--- config.mk ---
export PLATFORM = sky130hd
export DESIGN_NAME = compressor_load_sequencer
export DESIGN_NICKNAME = d
export VERILOG_FILES = /design/src/rtl/compressor_pkg.sv /design/src/rtl/operand_bank.sv /design/src/rtl/compressor_load_sequencer.sv
export SDC_FILE = /design/constraint.sdc
export NUM_CORES = 1
export LEC_CHECK = 0
export ABC_AREA = 0
export ABC_CLOCK_PERIOD_IN_PS = 20400
export CAP_MARGIN = 20
export CORE_ASPECT_RATIO = 1.5
export CORE_MARGIN = 4
export CORE_UTILIZATION = 50
export DETAILED_ROUTE_END_ITERATION = 10
export GPL_TIMING_DRIVEN = 0
export MAX_ROUTING_LAYER = met4
export PLACE_DENSITY = 0.68
export SLEW_MARGIN = 5
export SYNTH_ARGS = -nofsm -noshare
export SYNTH_HDL_FRONTEND = slang
export SYNTH_SLANG_ARGS = --single-unit
export TNS_END_PERCENT = 1
--- constraint.sdc ---
create_clock -name clk -period 20.4 [get_ports clk]
set_input_delay 3.06 -clock clk [delete_from_list [all_inputs] [get_ports clk]]
set_output_delay 3.06 -clock clk [all_outputs]
set_load 0.01 [all_outputs]
--- src/rtl/compressor_pkg.sv ---
// compressor_pkg: shared defaults, FSM state type and width helper for the compressor front end
package compressor_pkg;

    localparam int DEF_N_SRC = 20;
    localparam int DEF_W     = 20;
    localparam int DEF_DST_W = 25;
    localparam int DEF_LAT   = 0;

    typedef enum logic [1:0] {LOAD, SHIFT, WAIT, DONE} state_t;

    // index width for n entries, never narrower than one bit
    function automatic int idx_w(input int n);
        return n > 1 ? $clog2(n) : 1;
    endfunction

endpackage

--- src/rtl/operand_bank.sv ---
// operand_bank: N_SRC x W operand storage with a word write port and a bit-column read port
module operand_bank #(
    parameter int N_SRC = 20,
    parameter int W     = 20,
    parameter int AW    = 5,
    parameter int IW    = 5
) (
    input  logic             clk,
    input  logic             rst,
    input  logic             we,
    input  logic [AW-1:0]    waddr,
    input  logic [W-1:0]     wdata,
    input  logic [IW-1:0]    rbit,
    output logic [N_SRC-1:0] rcol
);

    logic [W-1:0] mem [N_SRC];

    // word writes; reset clears every lane so an aborted frame leaves nothing behind
    always_ff @(posedge clk or posedge rst) begin
        if (rst) begin
            for (int i = 0; i < N_SRC; i++) mem[i] <= '0;
        end else if (we) begin
            mem[waddr] <= wdata;
        end
    end

    for (genvar i = 0; i < N_SRC; i++) begin : g_col
        assign rcol[i] = mem[i][rbit];
    end

endmodule

--- src/rtl/compressor_load_sequencer.sv ---
// compressor_load_sequencer: loads N_SRC operands, shifts them MSB-first into the serial lanes, captures the compressor sum
module compressor_load_sequencer
    import compressor_pkg::*;
#(
    parameter int N_SRC = DEF_N_SRC,
    parameter int W     = DEF_W,
    parameter int DST_W = DEF_DST_W,
    parameter int LAT   = DEF_LAT
) (
    input  logic             clk,
    input  logic             rst,
    input  logic             in_valid,
    output logic             in_ready,
    input  logic [W-1:0]     in_data,
    output logic [N_SRC-1:0] ser,
    input  logic [DST_W-1:0] res_in,
    output logic             out_valid,
    input  logic             out_ready,
    output logic [DST_W-1:0] out_data,
    output logic             busy
);

    localparam int CW = idx_w(N_SRC);
    localparam int IW = idx_w(W);
    localparam int BW = $clog2(W + 1);
    localparam int WW = $clog2(LAT + 2);

    state_t            state, state_nxt;
    logic [CW-1:0]     cnt;
    logic [BW-1:0]     bcnt;
    logic [WW-1:0]     wcnt;
    logic [IW-1:0]     ridx;
    logic [N_SRC-1:0]  col, ser_nxt;
    logic              load_hs, load_last, shift_last, wait_last, out_hs;

    assign load_hs    = state == LOAD && in_valid;
    assign load_last  = load_hs && cnt == CW'(N_SRC - 1);
    assign shift_last = state == SHIFT && bcnt == BW'(W - 1);
    assign wait_last  = state == WAIT && wcnt == WW'(LAT);
    assign out_hs     = state == DONE && out_ready;

    // ser is registered one cycle ahead: the last-operand edge already presents the MSB column,
    // so the final lane's bit comes straight from in_data while it is still being written
    assign ridx    = state == LOAD ? IW'(W - 1) : IW'(W - 2 - int'(bcnt));
    assign ser_nxt = state == LOAD ? {in_data[W-1], col[N_SRC-2:0]} : col;

    operand_bank #(
        .N_SRC(N_SRC),
        .W    (W),
        .AW   (CW),
        .IW   (IW)
    ) u_bank (
        .clk  (clk),
        .rst  (rst),
        .we   (load_hs),
        .waddr(cnt),
        .wdata(in_data),
        .rbit (ridx),
        .rcol (col)
    );

    // state register
    always_ff @(posedge clk or posedge rst) begin
        if (rst) state <= LOAD;
        else     state <= state_nxt;
    end

    // next state: each exit condition is already qualified by its own state
    always_comb begin
        state_nxt = load_last ? SHIFT : shift_last ? WAIT : wait_last ? DONE : out_hs ? LOAD : state;
    end

    // lane, shift-bit and wait counters
    always_ff @(posedge clk or posedge rst) begin
        if (rst) begin
            cnt  <= '0;
            bcnt <= '0;
            wcnt <= '0;
        end else begin
            if (load_hs) cnt <= load_last ? '0 : cnt + 1'b1;
            bcnt <= state == SHIFT ? bcnt + 1'b1 : '0;
            wcnt <= state == WAIT ? wcnt + 1'b1 : '0;
        end
    end

    // serial lanes carry a column for W cycles and idle low otherwise
    always_ff @(posedge clk or posedge rst) begin
        if (rst) ser <= '0;
        else     ser <= load_last || (state == SHIFT && !shift_last) ? ser_nxt : '0;
    end

    // capture the sum on the edge that ends the last WAIT cycle and hold it through DONE
    always_ff @(posedge clk or posedge rst) begin
        if (rst)            out_data <= '0;
        else if (wait_last) out_data <= res_in;
    end

    // handshake and status outputs decoded from state
    always_comb begin
        in_ready  = state == LOAD;
        out_valid = state == DONE;
        busy      = state != LOAD || cnt != '0;
    end

endmodule
==> impl_metrics.py <==
metrics = {
    "hold_path": {
        "min_path_cells": 1,
        "hp-start": "u_bank.mem[313]",
        "min_to": "u_bank.mem[313]",
        "hold_path_class": "reg -> reg",
    },
    "synth": {
        "synth_seq_area_share_pct": 54.2,
        "syn_area_mm2": 0.0212,
        "ys_types": 63,
        "synthTopCellsByArea": "dfrtp_1 54%, mux2_2 25%, o22ai_1 2.0%",
        "synth-edff-count": 0,
        "async_flop_share_pct": 100,
        "yosysTopAreaCellShare_pct": 54.2,
        "yosys.area.top_type": "dfrtp_1",
        "yosysWarnings": 0,
        "ys_ff_latch": 458,
        "synth_fp_nets": 1719,
        "syn_inst": 1665,
        "synthMostInstantiatedCell": "mux2_2",
        "avgSynthCellArea_um2": 12.7,
        "synth_top_flop_cell": "dfrtp_1",
        "synth_commonest_cells": "472 x mux2_2, 458 x dfrtp_1, 83 x nand2_1",
    },
    "placed_design": {
        "placed_cell_area_mm2": 0.0227,
        "dpl.hpwl_um": 41600,
        "portBuffers": 77,
        "finalWeightedCongestion": 0.923,
    },
    "detailed_routing": {
        "drt-total-wl_um": 59300,
        "remaining_drc_errors": 0,
        "vias_per_cell": 6.04,
        "drt_iter0_drc": 984,
        "antenna_left": 0,
        "vias": 14375,
        "drt-pass1-iter-count": 5,
        "wl_per_cell_um": 24.9,
    },
    "final_layout": {
        "insertedDiodeCount": 0,
        "layout-drive-gt1-share_pct": 36.0,
        "fin_nets": 1845,
        "final_area_mm2": 0.0241,
        "syn_to_final_growth_pct": 13.9,
    },
    "power": {
        "p_comb_share_pct": 40.6,
        "power_frac_seq_pct": 38.1,
        "power_leakage_nw": 11.2,
        "p_sw_w": 0.00136,
        "power.density_mw_per_mm2": 157,
        "p_int_w": 0.00242,
        "power_w": 0.00378,
        "ir_worst_vdd_uv": 76.7,
        "p_clk_share_pct": 21.2,
        "swShare_pct": 36.0,
    },
    "cts": {
        "clk_path_buf_depth": 3,
        "clk_pin_slew_ns": 0.06,
        "tritoncts": "yes",
        "cts_setup_buffers": 0,
        "clock_latency_ns": 0.55,
        "cts_root_buf": "clkbuf_16",
        "htree_levels": 2,
        "cts_resized": 0,
        "cts_buffers": 44,
        "cts.sinks": 458,
        "holdBufCountCts": 0,
    },
    "worst_setup_path": {
        "worstSetupEndpointType": "output port",
        "required_ns": 17.34,
        "rr_worst_depth": 9,
        "r2r_slack_ns": 17.22,
        "regToRegStartpoint": "bcnt[1]",
        "critPathKind": "reg -> out",
        "critical_path_arrival_ns": 2.55,
        "setup.worst_path.start_class": "flop",
        "r2r-end": "ser[12]",
        "path_max_fanout": 10,
    },
    "grt": {
        "grt_pass1_vias": 14899,
        "grt_max_degree": 127,
        "grt_remaining_overflow": 0,
        "track_usage_pct": 26.6,
        "antenna_found_initial": 0,
        "grt_first_pass_wirelength_um": 90100,
    },
    "floorplan": {
        "initial_core_util_pct": 50.5,
        "die_h_um": 260,
        "fp-row-count": 92,
        "die_area_mm2": 0.0457,
        "core_mm2": 0.0419,
        "fp.dieW_um": 176,
        "io_pins": 97,
    },
    "timing": {
        "tightestPinTransition_ns": 0.906,
        "fin_crit_ns": 5.61,
        "fmax_mhz": 178,
        "finalCritPeriodShare_pct": 27.5,
        "finClkSkew_ns": 0.0147,
        "hold_violations": 0,
        "rsz0062_at_grt": "false",
        "relSlewSlack_pct": 39.5,
        "slew_viol_final": 0,
        "setup_violations": 0,
    },
    "flow_run": {
        "maxCapViolCount": 0,
    },
    "run_status": {
        "status": "finished clean",
    },
}
-- per-stage QoR --
stage	setup slack, ns	setup TNS (ns)	cells	hold slack, ns	util, %
after floorplan	4.57	0	1665	0.470	-
after CTS	14.76	0	2380	0.498	57.5
final	14.79	0	2380	0.495	57.5
after global routing	14.69	0	2380	0.509	57.5
after global placement	-0.393	-153.31	2306	0.478	54.0
after detailed placement	14.85	0	2309	0.485	54.2
-- power groups by stage --
stage	sequential (W)	combinational [W]	clock [W]
6_report	0.00144	0.00153	0.000802
3_5_place_dp	0.00145	0.00152	0
5_1_grt	0.00147	0.00164	0.000852
3_3_place_gp	0.00143	0.00149	0
4_1_cts	0.00143	0.00152	0.000815
2_1_floorplan	0.00142	0.00104	0
-- worst max-delay path by stage --
stage	to	slack (ns)	startpoint	cells after the start
after detailed placement	ser[12]	14.85	in_valid	9
after global placement	u_bank.mem[221]	-0.39	rst	2
final	busy	14.79	state[1]	7
after CTS	busy	14.76	state[1]	7
after global routing	busy	14.69	state[1]	7
after floorplan	bcnt[0]	4.57	rst	1
-- kinds of logic after synthesis --
family	count (synthesis)	synth area share (%)
AO/OA/AOI/OAI	239	8.13
XOR/XNOR	5	0.207
adder cells (fa/ha/maj)	5	0.296
buffers and inverters	172	3.96
flip-flops	458	54.2
multiplexers	507	26.9
AND/OR/NAND/NOR	279	6.29
-- final cells by class --
class / count / area [um^2]
plain buffers: 165 / 810
clock buffers: 59 / 1240
clock inverters: 12 / 135
fillers: 3493 / 17800
inverters: 7 / 35.0
multi-input cells: 1035 / 8850
flip-flops and latches: 458 / 11500
well taps: 564 / 706
repair buffers: 80 / 853
-- per-layer routing --
metal / vias up / share of wire, % / track usage (%)
met4: 0 / 5.2 / 12.5
met3: 157 / 5.5 / 3.66
met5: - / 0 / -
li1: 6298 / - / -
met2: 523 / 49 / 43.6
met1: 7397 / 40 / 33.0
-- worst max-delay path, cell delays in order, from the launching register on --
cell	delay, ns
dfrtp_1	0.42
or2_4	0.26
clkinv_2	0.08
buf_6	0.19
buf_6	0.18
buf_6	0.18
nand3_1	0.15
clkdlybuf4s50_1	0.54
-- sequential cells by signal, summed over array words and instances, names as in the netlist --
signal	count
u_bank.mem	400
ser	20
out_data	25
state	2
cnt	5
bcnt	5
wcnt	1
-- cells in the final DEF (no fill, tap or decap), types with 8 or more instances in the layout --
| cell type | count |
|---|---|
| clkbuf_1 | 69 |
| clkdlybuf4s50_1 | 77 |
| mux2i_1 | 32 |
| o21ai_0 | 38 |
| o2111a_1 | 8 |
| o21ai_1 | 8 |
| nand2_1 | 83 |
| mux2_2 | 472 |
| buf_2 | 78 |
| a21oi_1 | 8 |
| clkinv_2 | 10 |
| nand2b_1 | 21 |
| and3_1 | 13 |
| o221ai_1 | 9 |
| and2_1 | 12 |
| dfrtp_1 | 458 |
| buf_4 | 10 |
| nor2_1 | 64 |
| nand3_1 | 17 |
| nor3_1 | 49 |
| a222oi_1 | 8 |
| clkbuf_16 | 45 |
| o22ai_1 | 66 |
| a311oi_1 | 10 |
| a221oi_1 | 27 |
| a211oi_1 | 30 |
| a2bb2oi_1 | 10 |
(Power assumes the default switching activity.)
